$ cat src/rtl/im_boot_loader.sv
// Boot loader: assembles a little-endian byte stream into 32-bit words and writes them
// to instruction memory from address 0, holding the CPU in reset until the load completes.
module im_boot_loader #(
  parameter int DEPTH_W = 6,
  parameter int DATA_W  = 32
) (
  input  logic               clk,
  input  logic               reset,
  input  logic               start,
  input  logic [DEPTH_W:0]   len,
  input  logic               byte_valid,
  input  logic [7:0]         byte_data,
  output logic               byte_ready,
  output logic               im_we,
  output logic [DEPTH_W-1:0] im_waddr,
  output logic [DATA_W-1:0]  im_wdata,
  output logic               cpu_hold,
  output logic               done,
  output logic               err
);

  typedef enum logic [1:0] {
    ST_IDLE  = 2'd0,
    ST_LOAD  = 2'd1,
    ST_WRITE = 2'd2,
    ST_DONE  = 2'd3
  } state_t;

  localparam logic [DEPTH_W:0] MAX_LEN_C = {1'b1, {DEPTH_W{1'b0}}};
  localparam logic [DEPTH_W:0] ONE_C     = {{DEPTH_W{1'b0}}, 1'b1};
  localparam logic [DEPTH_W:0] ZERO_C    = {(DEPTH_W+1){1'b0}};

  state_t               state_r, state_s;
  logic [DEPTH_W:0]     len_r, len_s;
  logic [DEPTH_W:0]     word_cnt_r, word_cnt_s;
  logic [1:0]           byte_cnt_r, byte_cnt_s;
  logic [DATA_W-9:0]    asm_r, asm_s;
  logic                 byte_ready_r, byte_ready_s;
  logic                 im_we_r, im_we_s;
  logic [DEPTH_W-1:0]   im_waddr_r, im_waddr_s;
  logic [DATA_W-1:0]    im_wdata_r, im_wdata_s;
  logic                 cpu_hold_r, cpu_hold_s;
  logic                 done_r, done_s;
  logic                 err_r, err_s;
  logic                 len_legal_s;

  assign len_legal_s = (len != ZERO_C) && (len <= MAX_LEN_C);

  // Next-state and next-output logic; every output is computed one cycle ahead and registered.
  always_comb begin
    state_s      = state_r;
    len_s        = len_r;
    word_cnt_s   = word_cnt_r;
    byte_cnt_s   = byte_cnt_r;
    asm_s        = asm_r;
    byte_ready_s = 1'b0;
    im_we_s      = 1'b0;
    im_waddr_s   = im_waddr_r;
    im_wdata_s   = im_wdata_r;
    cpu_hold_s   = cpu_hold_r;
    done_s       = done_r;
    err_s        = err_r;
    case (state_r)
      ST_IDLE, ST_DONE: begin
        if (start) begin
          if (len_legal_s) begin
            state_s      = ST_LOAD;
            len_s        = len;
            word_cnt_s   = ZERO_C;
            byte_cnt_s   = 2'd0;
            byte_ready_s = 1'b1;
            cpu_hold_s   = 1'b1;
            done_s       = 1'b0;
            err_s        = 1'b0;
          end else begin
            // Rejected start leaves state, hold and done untouched.
            err_s = 1'b1;
          end
        end else begin
          state_s = state_r;
        end
      end
      ST_LOAD: begin
        byte_ready_s = 1'b1;
        if (byte_valid && byte_ready_r) begin
          byte_cnt_s = byte_cnt_r + 2'd1;
          case (byte_cnt_r)
            2'd0: asm_s[7:0]   = byte_data;
            2'd1: asm_s[15:8]  = byte_data;
            2'd2: asm_s[23:16] = byte_data;
            2'd3: begin
              im_wdata_s   = {byte_data, asm_r};
              im_waddr_s   = word_cnt_r[DEPTH_W-1:0];
              im_we_s      = 1'b1;
              byte_ready_s = 1'b0;
              state_s      = ST_WRITE;
            end
            default: asm_s = asm_r;
          endcase
        end else begin
          byte_cnt_s = byte_cnt_r;
        end
      end
      ST_WRITE: begin
        word_cnt_s = word_cnt_r + ONE_C;
        if (word_cnt_s == len_r) begin
          state_s    = ST_DONE;
          done_s     = 1'b1;
          cpu_hold_s = 1'b0;
        end else begin
          state_s      = ST_LOAD;
          byte_ready_s = 1'b1;
        end
      end
      default: begin
        state_s    = ST_IDLE;
        cpu_hold_s = 1'b1;
        done_s     = 1'b0;
      end
    endcase
  end

  // State and output registers with synchronous reset.
  always_ff @(posedge clk) begin
    if (reset) begin
      state_r      <= ST_IDLE;
      len_r        <= ZERO_C;
      word_cnt_r   <= ZERO_C;
      byte_cnt_r   <= 2'd0;
      asm_r        <= {(DATA_W-8){1'b0}};
      byte_ready_r <= 1'b0;
      im_we_r      <= 1'b0;
      im_waddr_r   <= {DEPTH_W{1'b0}};
      im_wdata_r   <= {DATA_W{1'b0}};
      cpu_hold_r   <= 1'b1;
      done_r       <= 1'b0;
      err_r        <= 1'b0;
    end else begin
      state_r      <= state_s;
      len_r        <= len_s;
      word_cnt_r   <= word_cnt_s;
      byte_cnt_r   <= byte_cnt_s;
      asm_r        <= asm_s;
      byte_ready_r <= byte_ready_s;
      im_we_r      <= im_we_s;
      im_waddr_r   <= im_waddr_s;
      im_wdata_r   <= im_wdata_s;
      cpu_hold_r   <= cpu_hold_s;
      done_r       <= done_s;
      err_r        <= err_s;
    end
  end

  assign byte_ready = byte_ready_r;
  assign im_we      = im_we_r;
  assign im_waddr   = im_waddr_r;
  assign im_wdata   = im_wdata_r;
  assign cpu_hold   = cpu_hold_r;
  assign done       = done_r;
  assign err        = err_r;

endmodule
$ cat config.mk
export PLATFORM = sky130hd
export DESIGN_NAME = im_boot_loader
export DESIGN_NICKNAME = d
export VERILOG_FILES = /design/src/rtl/im_boot_loader.sv
export SDC_FILE = /design/constraint.sdc
export NUM_CORES = 1
export LEC_CHECK = 0
export ABC_AREA = 1
export ABC_CLOCK_PERIOD_IN_PS = 1700
export CAP_MARGIN = 40
export CORE_MARGIN = 3
export CORE_UTILIZATION = 47
export CTS_CLUSTER_SIZE = 25
export DETAILED_ROUTE_END_ITERATION = 10
export PLACE_DENSITY_LB_ADDON = 0.12
export SETUP_SLACK_MARGIN = 0.5
export SLEW_MARGIN = 0
export SYNTH_ARGS = -nofsm -noshare
export SYNTH_HDL_FRONTEND = slang
export SYNTH_SLANG_ARGS = --single-unit
$ cat constraint.sdc
create_clock -name clk -period 1.7 [get_ports clk]
set_clock_uncertainty 0.1 [all_clocks]
set_input_delay 0.34 -clock clk [delete_from_list [all_inputs] [get_ports clk]]
set_output_delay 0.34 -clock clk [all_outputs]
set_load 0.02 [all_outputs]
Yosys cells after proc, flatten, opt, wreduce, memory -nomap -nowiden:

Cells that the tools add are included.

* bits of input ports: 19
* flip-flop bits (word level): 85
* output and inout bits: 43
* word-level logic and storage cells: 79

* add/subtract/negate cells: 2
* eq/ne operators: 12
* multiplexer cells: 29
* reduce and logical (&&, ||, !) cells: 19
* bitwise logic cells: 2
* order comparisons: 1

Operators by type and width (count)
* $reduce_and A3 Y1: 6
* $mux W2: 8
* $mux W7: 2
* $pmux W7 S2: 1
* $mux W1: 13
* $reduce_and A4 Y1: 3
* $eq A2 B2 Y1 const B: 4
* $ne A2 B2 Y1 const B: 4
* $add A7 B1 Y7 const B: 1
* $eq A7 B7 Y1: 1
* $le A7 B7 Y1 const B: 1
* $reduce_bool A7 Y1: 1
* $pmux W2 S3: 1
* $eq A2 B1 Y1 const B: 2
* $logic_not A2 Y1: 2
* $pmux W1 S2: 2
* $pmux W2 S2: 1
* $reduce_bool A2 Y1: 2
* $pmux W1 S3: 1
* $reduce_or A3 Y1: 1
* $add A2 B1 Y2 const B: 1
* $logic_and A1 B1 Y1: 2
* $ne A2 B1 Y1 const B: 1
* $not A1 Y1: 2
* other kinds (2): 2

Longest topological paths before layout:

* depth in word-level cells: 5
* mapped depth: 14

Least setup slack after synthesis:

Ideal clock, no wire load.

* path kind: register to register
* start point: register state_r[0]
* end point: register word_cnt_r[6]
* buffers on the path: 2
* arrival: 1.515 ns
* data required time: 1.481 ns
* setup time: 0.119 ns
* period minus slack after synthesis: 1.734 ns
* setup slack: -0.034 ns
* stages on the path, launching flop included: 10
* cell sequence: dfxtp_1 inv_1 ha_1 clkbuf_1 inv_1 nand2_1 nand2_4 buf_6 o21ai_0 a21oi_1

* cells in the longest elaborated chain, start to end: 4

RTL lines
* from (decl): RTL line 33 `state_t state_r, state_s;`
* from (signal assigned): RTL line 139 `state_r <= state_s;`
* $eq A2 B2 Y1 / $logic_not A2 Y1 (equally long branches): RTL line 63 `case (state_r)`
* $reduce_or A2 Y1: RTL line 63
* $ne A2 B2 Y1 (no line) / $reduce_bool A2 Y1 (equally long branches)
* $reduce_and A3 Y1 (no line)
* to (signal assigned): RTL line 141 `word_cnt_r <= word_cnt_s;`
* to (decl): RTL line 35 `logic [DEPTH_W:0] word_cnt_r, word_cnt_s;`

Parallel ways exist; a longest one is shown, timed or not.
A chain may end at the register's enable or synchronous reset.

Worst setup path after layout:

* start point: register word_cnt_r[1]
* end point: register done_r, in the netlist done

* cells in the longest elaborated chain, start to end: 4

RTL lines
* $add A7 B1 Y7: RTL line 105 `word_cnt_s = word_cnt_r + ONE_C;`
* $eq A7 B7 Y1: RTL line 106 `if (word_cnt_s == len_r) begin`
* $ne A2 B2 Y1 (no line)
* $reduce_and A4 Y1 (no line)
* to (signal assigned): RTL line 149 `done_r <= done_s;`
* to (decl): RTL line 43 `logic done_r, done_s;`

Every way passes these cells.

==> impl_summary.md <==
Power and ir drop
The internal portion of total power is 0.003510 W. The net switching component of the power is 0.001623 W. The proportion of power drawn by combinational gates is 25.1%. The switching part of the total is 31.62%. VDD sags by at most 733.6 µV. In this run the static leakage power is 2.219 nW.

The sequential cell fraction of total power is 44.1%. In this run, the clock network consumes 30.8% of the power. In this run the power density over the cells is 983.4 nW/µm².

STA
The actual slew at the worst max-slew pin is 0.3037 ns. The final count of hold timing violations came to 0. The max-slew violation count is 0. The final critical path takes up 100.4% of the cycle. The setup TNS is -0.006189 ns. The total of endpoints with negative setup slack in the final report is 1. After layout, the worst setup slack is -0.006189 ns. Setup repair after global routing could not meet its margin everywhere. Headroom to the max-slew limit came out at 79.75%. The final critical path time including I/O delays and setup is 1.706 ns. Static timing analysis puts the maximum clock frequency at 586.1 MHz. The worst hold-check slack is 0.1588 ns.

Setup path
In this run the critical register-to-register path is captured at done$_SDFFE_PP0P_. The number of cells on the worst reg-to-reg path is 14. Data arrives at the worst endpoint at 1.85 ns. Among the stages of the critical path, the cell type that occurs most often is sky130_fd_sc_hd__nand2_2. The worst setup slack for register-to-register paths is -0.006 ns. At the worst endpoint, the required time is 1.85 ns. The critical path start-end classification is reg2reg. The critical path goes through ha_4 > inv_2 > nand2_2 > nand2_2 > nor2_2 > nand2_1 > inv_1 > nand2_2 > nor2_4 > nand2_2 > nand2_4 > nand2_2 > nand2_1 > a21oi_2.

STA classifies the critical path startpoint as a register. The worst-path maximum fanout is 3. The slowest cell on the critical path is sky130_fd_sc_hd__dfxtp_4. The largest single stage delay on the critical path is 0.36 ns. The worst setup path is captured at a register.

The startpoint identified for the worst register-to-register timing path is word_cnt_r[1]$_SDFFE_PP0P_.

Logic synthesis
The share of synthesized area occupied by flip-flops and latches is 48.83%. Yosys printed 0 warnings. The mapped netlist covers 3485 µm². The mean instance size in the synthesized netlist is 7.446 µm². Counting every instance in the synthesized netlist gives 468. Counting every net in the synthesized netlist gives 495. Counting distinct cell types in the post-synthesis netlist gives 32. Synthesis inferred 85 register bits.

Global routing
The maximum number of pins on one net before global-route repair is 41. The first global-routing pass estimated 14090 µm of wire. After global routing the overflow that remains totals 0.

The initial antenna violation count is 0. Global routing used 20.55% of the available tracks across all layers. The via count of the first global-routing pass was 3040.

Min path
The worst hold path terminates at len_r[2]$_SDFFE_PP0P_. The number of cells on the worst hold path is 3. The worst hold path belongs to the class in2reg. The critical hold path startpoint is len[2].

CTS
TritonCTS built the clock tree. The clock sink total is 85. The later pin in the worst-skew pair is clocked with a latency of 0.35 ns.

The number of buffers inserted by hold repair at cts is 0. In this run the number of H-tree levels came out at 3. The clock tree root buffer cell is sky130_fd_sc_hd__clkbuf_8. The number of buffers added by the clock tree synthesis step is 9. The clock-pin slew of the registers on the worst-case setup and hold paths is 0.08 ns. The number of buffers on the longest clock path is 2.

Detailed routing
The first detailed-routing pass ran for 4 iterations. In the routed design, unresolved DRC markers number 0. The final route contains 3363 vias. The post-detailed-route wirelength per cell is 14.05 µm. The first routing iteration left 161 violations. Once detail routing completed, the nets flagged for antenna violations numbered 0.

The mean number of vias per cell is 5.111. The routed design has 9242 µm of wire.

Placed design
OpenSTA, run right after detailed placement, puts the worst setup slack at -0.3950 ns. Detailed placement ended at an HPWL of 5774 µm. The congestion estimate from routability-driven global placement came to 0.8265. Port buffering added 61 buffers.

Once placement completed, the tool counted placed cells totaling 619.

Finish
The area added between synthesis and finish is 49.80%. For this run, the number of standard cells in the final layout without fillers is 658. The share of cells above drive strength 1 is 40.93%.

Registers take 1774 µm². The most frequent standard cell in the layout excluding fill and tap cells is sky130_fd_sc_hd__nor2_1. The multi-input gate area in the final layout is 1916 µm². After the last flow step, the layout net total stands at 584. The library cells used most frequently in the layout, excluding fill and tap cells, are 116 x sky130_fd_sc_hd__nor2_1, 46 x sky130_fd_sc_hd__dfxtp_2, 46 x sky130_fd_sc_hd__buf_6. The number of fill cells is 502.

The number of diodes added for antenna fixing is 0.

Die
The height of the chip is 92.11 µm. The number of placement rows is 30. The area of the core is 6982 µm². During I/O placement, the number of pins put on the boundary was 62. The floorplan step defined a die boundary enclosing 8483 µm². Once the floorplan was initialized, standard cells occupied 49.91% of the core. From left edge to right edge, the die measures 92.11 µm.

Run status
The flow ran to the end, but the final reports show violations. The checks that failed: setup timing.

Run
The max-cap violation count is 0.
==> synth_stat cells, drive strengths merged <==
cell / number / area (µm²)
o21bai: 1 / 7.510
clkbuf: 16 / 63.81
a21oi: 25 / 128.9
ha: 8 / 100.1
and2: 1 / 6.260
o31ai: 1 / 21.27
xnor2: 1 / 8.760
nand2: 51 / 203.9
a31oi: 1 / 6.260
clkinv: 1 / 3.750
dfxtp: 85 / 1702
buf: 4 / 25.02
o21ai: 75 / 379.1
inv: 33 / 123.9
a21o: 1 / 7.510
nor2: 132 / 510.5
nand3b: 1 / 7.510
xor2: 1 / 8.760
nand3: 28 / 157.7
nand4: 2 / 12.51
==> state kept, by name, summed over array words and instances (netlist names), 2 cells and up <==
name        count
word_cnt_r      7
asm_r          24
im_wdata       32
len_r           7
byte_cnt_r      2
im_waddr        6
state_r         2
==> stage by stage <==
stage / area, µm² / util [%] / power, W
after global placement: 4462 / 63.91 / 0.003313
after global routing: 5220 / 74.77 / 0.005370
after detailed placement: 4462 / 63.91 / 0.003331
final: 5220 / 74.77 / 0.005133
after floorplan: 3756 / - / 0.003079
after CTS: 4976 / 71.27 / 0.004992
==> power by group through the flow <==
stage | Clock, W | Sequential [W] | Combinational, W
after detailed placement | 0 | 0.00229 | 0.00104
after global routing | 0.00168 | 0.00228 | 0.00141
after floorplan | 0 | 0.00230 | 0.000784
after CTS | 0.00159 | 0.00226 | 0.00114
final | 0.00158 | 0.00226 | 0.00129
after global placement | 0 | 0.00229 | 0.00103
==> area by class of cell <==
cell class | count | share of cell area, %
multi-input combinational | 332 | 36.70
sequential | 85 | 33.99
timing repair buffer | 94 | 19.20
inverter | 34 | 3.380
clock buffer | 9 | 2.373
tap | 96 | 2.301
clock inverter | 7 | 1.846
timing repair inverter | 1 | 0.2157
==> layer usage <==
| layer | global-route usage (%) | part of all wire (%) | vias to the layer above |
|---|---|---|---|
| li1 | - | - | 1707 |
| met1 | 25.91 | 43 | 1550 |
| met2 | 34.98 | 50 | 93 |
| met3 | 3.610 | 4.8 | 13 |
| met4 | 7.797 | 1.9 | 0 |
| met5 | 0 | 0 | - |
==> cell families after synthesis <==
group / count (synthesis) / synth area share (%)
buffers and inverters: 54 / 6.212
XOR/XNOR: 2 / 0.5028
flip-flops: 85 / 48.83
adder cells (fa/ha/maj): 8 / 2.873
AND/OR/NAND/NOR: 215 / 25.78
AO/OA/AOI/OAI: 104 / 15.80
==> what timing repair did <==
item	4_1_cts	5_1_grt
gates cloned	0	5
setup buffers	10	8
pin swaps	14	21
gates resized for setup	354	39
endpoints found under the hold margin	0	0
endpoints found under the setup margin	128	128
==> worst max-delay path: cells and delay by family, from the launching register on <==
kind / cells / cell delay, ns
buffers and inverters: 2 / 0.09
AND/OR/NAND/NOR: 10 / 0.72
flip-flops: 1 / 0.36
adder cells (fa/ha/maj): 1 / 0.27
AO/OA/AOI/OAI: 1 / 0.05
==> how the worst max path moves through the flow <==
stage | end | from | slack, ns | cells past startpoint
2_1_floorplan | cpu_hold$_SDFFE_PP1P_ | word_cnt_r[0]$_SDFFE_PP0P_ | 0.15 | 14
3_3_place_gp | state_r[0]$_SDFFE_PP0P_ | len[4] | -0.33 | 10
3_5_place_dp | len_r[1]$_SDFFE_PP0P_ | len[3] | -0.40 | 9
4_1_cts | cpu_hold$_SDFFE_PP1P_ | word_cnt_r[0]$_SDFFE_PP0P_ | -0.0006 | 13
5_1_grt | cpu_hold$_SDFFE_PP1P_ | word_cnt_r[1]$_SDFFE_PP0P_ | -0.15 | 14
6_report | done$_SDFFE_PP0P_ | word_cnt_r[1]$_SDFFE_PP0P_ | -0.006 | 14
No activity file was read; power rests on OpenSTA's default activity.
